--- config.mk ---
export PLATFORM = sky130hd
export DESIGN_NAME = id_ex_stage
export DESIGN_NICKNAME = d
export VERILOG_FILES = /design/src/rtl/id_ex_stage.sv
export SDC_FILE = /design/constraint.sdc
export NUM_CORES = 1
export LEC_CHECK = 0
export CORE_AREA = 2 2 246 248
export DETAILED_ROUTE_END_ITERATION = 8
export DIE_AREA = 0 0 248 250
export GPL_ROUTABILITY_DRIVEN = 0
export SLEW_MARGIN = 0
export SYNTH_ARGS = -nofsm -noshare
export SYNTH_HDL_FRONTEND = slang
export SYNTH_SLANG_ARGS = --single-unit
export TNS_END_PERCENT = 10
--- constraint.sdc ---
create_clock -name clk -period 2.6 [get_ports clk]
set_clock_uncertainty 0.05 [all_clocks]
set_input_delay 0.52 -clock clk [delete_from_list [all_inputs] [get_ports clk]]
set_output_delay 0.52 -clock clk [all_outputs]
set_load 0.05 [all_outputs]
--- src/rtl/id_ex_stage.sv ---
// ---------------------------------------------------------------------------
// id_ex_stage
// Decode-to-execute pipeline register. It captures the register-file operands,
// the immediate, the register indices and the control word of the instruction
// leaving decode. Before each operand is registered it is resolved against the
// in-flight writebacks, so execute never sees stale register-file data.
//
// Operand resolution (rn -> op1, rm -> op2):
//   index 31 (XZR)               -> 0, and XZR is never forwarded
//   EX/MEM writes this index     -> exm_result
//   MEM/WB writes this index     -> wb_data
//   otherwise                    -> register-file read data
//
// Edge priority: reset > flush > stall > normal load.
//   flush : every output is cleared to a bubble, and bubble_count increments.
//   stall : every output holds its value, and bubble_count increments.
//
// Ports
//   clk, reset             rising-edge clock and synchronous active-high reset
//   stall, flush           hold the current contents / insert a bubble
//   in_valid, in_rn/rm/rd  decode slot valid flag and register indices
//   read_data1/2           register-file read data, aligned with in_rn/in_rm
//   in_imm, in_ctrl        sign-extended immediate and opaque control bundle
//   exm_regwrite/rd/result EX/MEM forwarding source
//   wb_regwrite/rd/data    MEM/WB forwarding source
//   out_*                  registered execute-slot contents
//   bubble_count           saturating count of stalled or flushed cycles
// ---------------------------------------------------------------------------
module id_ex_stage #(
    parameter int WORD   = 64,
    parameter int CTRL_W = 16,
    parameter int CNT_W  = 32
) (
    input  logic              clk,
    input  logic              reset,
    input  logic              stall,
    input  logic              flush,
    input  logic              in_valid,
    input  logic [4:0]        in_rn,
    input  logic [4:0]        in_rm,
    input  logic [4:0]        in_rd,
    input  logic [WORD-1:0]   read_data1,
    input  logic [WORD-1:0]   read_data2,
    input  logic [WORD-1:0]   in_imm,
    input  logic [CTRL_W-1:0] in_ctrl,
    input  logic              exm_regwrite,
    input  logic [4:0]        exm_rd,
    input  logic [WORD-1:0]   exm_result,
    input  logic              wb_regwrite,
    input  logic [4:0]        wb_rd,
    input  logic [WORD-1:0]   wb_data,
    output logic              out_valid,
    output logic [4:0]        out_rn,
    output logic [4:0]        out_rm,
    output logic [4:0]        out_rd,
    output logic [WORD-1:0]   out_op1,
    output logic [WORD-1:0]   out_op2,
    output logic [WORD-1:0]   out_imm,
    output logic [CTRL_W-1:0] out_ctrl,
    output logic [CNT_W-1:0]  bubble_count
);

    localparam logic [4:0] XZR = 5'd31;

    logic              valid_q;
    logic [4:0]        rn_q, rm_q, rd_q;
    logic [WORD-1:0]   op1_q, op2_q, imm_q;
    logic [CTRL_W-1:0] ctrl_q;
    logic [CNT_W-1:0]  bubble_q;

    logic [WORD-1:0]   op1_d, op2_d;

    // XZR is tested first so that a writeback that names register 31 cannot
    // leak a value into a zero-register read.
    function automatic logic [WORD-1:0] resolve(
        input logic [4:0]      idx,
        input logic [WORD-1:0] rf_data,
        input logic            exm_we,
        input logic [4:0]      exm_idx,
        input logic [WORD-1:0] exm_val,
        input logic            wb_we,
        input logic [4:0]      wb_idx,
        input logic [WORD-1:0] wb_val
    );
        logic [WORD-1:0] r;
        if (idx == XZR)
            r = '0;
        else if (exm_we && (exm_idx == idx))
            r = exm_val;
        else if (wb_we && (wb_idx == idx))
            r = wb_val;
        else
            r = rf_data;
        return r;
    endfunction

    always_comb begin
        op1_d = resolve(in_rn, read_data1, exm_regwrite, exm_rd, exm_result,
                        wb_regwrite, wb_rd, wb_data);
        op2_d = resolve(in_rm, read_data2, exm_regwrite, exm_rd, exm_result,
                        wb_regwrite, wb_rd, wb_data);
    end

    always_ff @(posedge clk) begin
        if (reset) begin
            valid_q  <= 1'b0;
            rn_q     <= '0;
            rm_q     <= '0;
            rd_q     <= '0;
            op1_q    <= '0;
            op2_q    <= '0;
            imm_q    <= '0;
            ctrl_q   <= '0;
            bubble_q <= '0;
        end else begin
            if (flush) begin
                valid_q <= 1'b0;
                rn_q    <= '0;
                rm_q    <= '0;
                rd_q    <= '0;
                op1_q   <= '0;
                op2_q   <= '0;
                imm_q   <= '0;
                ctrl_q  <= '0;
            end else if (!stall) begin
                valid_q <= in_valid;
                rn_q    <= in_rn;
                rm_q    <= in_rm;
                rd_q    <= in_rd;
                op1_q   <= op1_d;
                op2_q   <= op2_d;
                imm_q   <= in_imm;
                ctrl_q  <= in_ctrl;
            end
            // Saturate rather than wrap, so a long debug run never reads low.
            if ((flush || stall) && (bubble_q != {CNT_W{1'b1}}))
                bubble_q <= bubble_q + 1'b1;
        end
    end

    assign out_valid    = valid_q;
    assign out_rn       = rn_q;
    assign out_rm       = rm_q;
    assign out_rd       = rd_q;
    assign out_op1      = op1_q;
    assign out_op2      = op2_q;
    assign out_imm      = imm_q;
    assign out_ctrl     = ctrl_q;
    assign bubble_count = bubble_q;

endmodule

==> results.py <==
metrics = {
    "outcome": {
        "outcome": "finished clean",
    },
    "logic_synthesis": {
        "synth_seq_area_share": 0.456,
        "synthArstFlopShare": 0,
        "synth_ff_type": "dfxtp_1",
        "netlist_area_um2": 11200,
        "ys_warn_count": 0,
        "synth_edf_count": 0,
        "synth_fp_nets": 1543,
        "yosys-top-cells-area": "dfxtp_1 (46%), mux2i_1 (20%), o221ai_1 (10%)",
        "synth_top_cell_by_area": "dfxtp_1",
        "ys_types": 42,
        "synth.ff_latch_count": 256,
        "syn_avg_cell_area_um2": 9.58,
        "synth_cells": 1174,
        "synth_top_area_frac": 0.456,
    },
    "floorplanning": {
        "coreArea_um2": 59600,
        "die_w_um": 248,
        "row_count": 90,
        "die-area_um2": 62000,
        "start_util": 0.189,
        "die_h_um": 250,
        "io_pins": 624,
    },
    "clock_network": {
        "clkTransAtPathRegs_ns": 0.06,
        "cts_resized": 0,
        "cts_setup_buffers": 0,
        "cts_tree": "built",
        "insertion_delay_ns": 0.57,
        "htreeDepth": 1,
        "cts_root_buf": "clkbuf_16",
        "cts.sinks": 256,
        "cts_hold_buf": 0,
        "clock_path_buffers": 3,
        "cts_made_buffers": 30,
    },
    "worst_hold_path": {
        "hold_class": "primary input to flip-flop",
    },
    "global_routing": {
        "grt_max_degree": 80,
        "grt_overflow": 0,
        "antenna_found_initial": 4,
        "first_global_vias": 12246,
        "grt_pass1_wl_mm": 73.8,
        "track_usage": 0.154,
    },
    "power": {
        "power_frac_clock": 0.423,
        "switching_share": 0.268,
        "internal_power_mw": 7.69,
        "comb_power_share": 0.184,
        "vdd.ir_drop.worst_mv": 0.468,
        "p_leak_nw": 7.09,
        "switchingPower_mw": 2.82,
        "p_seq_frac": 0.393,
        "power_density_nw_per_um2": 526,
    },
    "layout": {
        "design_area_um2": 20000,
        "n_fill_cell": 5989,
        "drive_above_1_share": 0.0782,
        "utilization": 0.335,
        "regArea_um2": 5120,
        "syn2layout_area_growth_pct": 77.8,
        "finalNetCount": 2186,
        "multi_input_area_um2": 5740,
    },
    "routing": {
        "drc": 0,
        "drt-total-wl_mm": 51.0,
        "ant_nets": 0,
        "wl_per_cell_um": 19.4,
        "via_per_inst": 4.53,
        "drt_iter0_markers": 467,
        "dr.pass1.iters": 5,
        "vias": 11909,
    },
    "critical_path": {
        "crit_type": "flip-flop to primary output",
        "path_buf_inv": 1,
        "critical_path_required_ns": 2.03,
        "critical_path.cell_chain": "clkdlybuf4s50_1",
        "slowest_delay_ns": 0.88,
        "cp_max_fo": 8,
        "cpLargestDelayFamily": "buffers and inverters",
        "endpoint_kind": "primary output",
        "critical_path.startpoint_type": "flip-flop",
        "critPathSlowestCell": "clkdlybuf4s50_1",
        "cp.arrival_ns": 1.92,
    },
    "sta": {
        "hold_viol": 0,
        "drv_slew": 0,
        "fmax_mhz": 401,
        "hold_slack_ns": 0.292,
        "timing.setup.tns_ns": 0,
        "tightest_slew_ns": 0.673,
        "relSlewSlack": 0.550,
        "finalCriticalPeriod_ns": 2.49,
        "rsz0062_at_grt": "false",
        "setup_viol": 0,
        "fin_crit_sh": 0.959,
    },
    "placed_design": {
        "port_buffers": 623,
        "place_area_um2": 18900,
        "hpwlAfterDp_mm": 38.8,
    },
    "job": {
        "drv_cap": 0,
    },
}
flip-flops by register name (all words and copies together) (netlist names), 5 cells and up:
name / flops
out_op1: 64
out_rm: 5
out_op2: 64
out_ctrl: 16
out_imm: 64
out_rd: 5
out_rn: 5
bubble_count: 32
power groups by stage:
stage               clock, mW  sequential (mW)  combinational (mW)
global placement            0             4.21                1.93
detailed placement          0             4.21                1.94
global route             4.76             4.14                2.03
CTS                      4.60             4.13                1.95
floorplan                   0             4.63               0.426
finish                   4.44             4.13                1.93
cells in the final DEF (no fill, tap or decap), drive strengths merged, types with 10 or more instances in the layout:
master and count:
dfxtp 256, xor2 22, o21ai 14, nor2 111
nor4 10, nand2 204, clkbuf 46, o221ai 128
clkdlybuf4s50 622, a21oi 19, nand4 12, buf 79
mux2i 224, or3 12
worst paths after layout:
check                                                    from                      endpoint  slack [ns]  depth (start not counted)
worst max register to register   bubble_count[0]$_SDFFE_PP0P_  bubble_count[1]$_SDFFE_PP0P_        0.45                          7
worst min-delay path                                    stall      out_ctrl[2]$_SDFFE_PP0N_        0.29                          3
worst min register to register        out_op2[8]$_SDFFE_PP0N_       out_op2[8]$_SDFFE_PP0N_        0.41                          2
worst max-delay path            bubble_count[11]$_SDFFE_PP0P_              bubble_count[11]        0.11                          1
cell usage after synthesis, types with 4 or more instances:
master / instances
a21oi_1: 19
and3_1: 6
and4_1: 5
buf_1: 4
buf_2: 21
buf_4: 11
clkbuf_1: 51
dfxtp_1: 256
mux2i_1: 224
nand2_1: 204
nand3_1: 9
nand4_1: 10
nor2_1: 111
nor4_1: 9
o2111ai_1: 5
o21ai_0: 14
o221ai_1: 128
o31ai_1: 7
or3_1: 12
or4_1: 9
xnor2_1: 7
xor2_1: 22
through the flow:
step           instances  setup WS (ns)  power (mW)
3_5_place_dp        2567         -0.263        6.15
4_1_cts             2623         0.0563        10.7
3_3_place_gp        2567         -0.207        6.13
5_1_grt             2627         0.0287        10.9
2_1_floorplan       1174          0.267        5.06
6_report            2628          0.107        10.5
kinds of logic (layout without fill, tap and decap cells):
| kind of cell | after synthesis | in the layout | share of synthesized area |
|---|---|---|---|
| buffers and inverters | 93 | 760 | 0.0381 |
| muxes | 225 | 225 | 0.200 |
| AOI/OAI and AO/OA | 181 | 181 | 0.130 |
| xor gates and xnor gates | 29 | 29 | 0.0226 |
| and+or+nand+nor | 389 | 389 | 0.152 |
| DFF | 256 | 256 | 0.456 |
| other | 0 | 5 | 0 |
| adders and majority gates | 1 | 1 | 0.00111 |
routing by layer:
layer / track usage / share of wire / vias up
met2: 0.258 / 0.46 / 619
met5: 0 / 0 / -
li1: - / - / 5598
met3: 0.0379 / 0.090 / 106
met1: 0.180 / 0.39 / 5586
met4: 0.0821 / 0.053 / 0
area by class of cell:
type / count / area share
antenna: 5 / 0.000626
clock buffer: 46 / 0.0456
clock inverter: 10 / 0.00682
inverter: 3 / 0.000563
multi-input combinational: 825 / 0.287
sequential: 256 / 0.256
tap: 782 / 0.0490
timing repair buffer: 701 / 0.354
No activity file was read; power rests on OpenSTA's default activity.
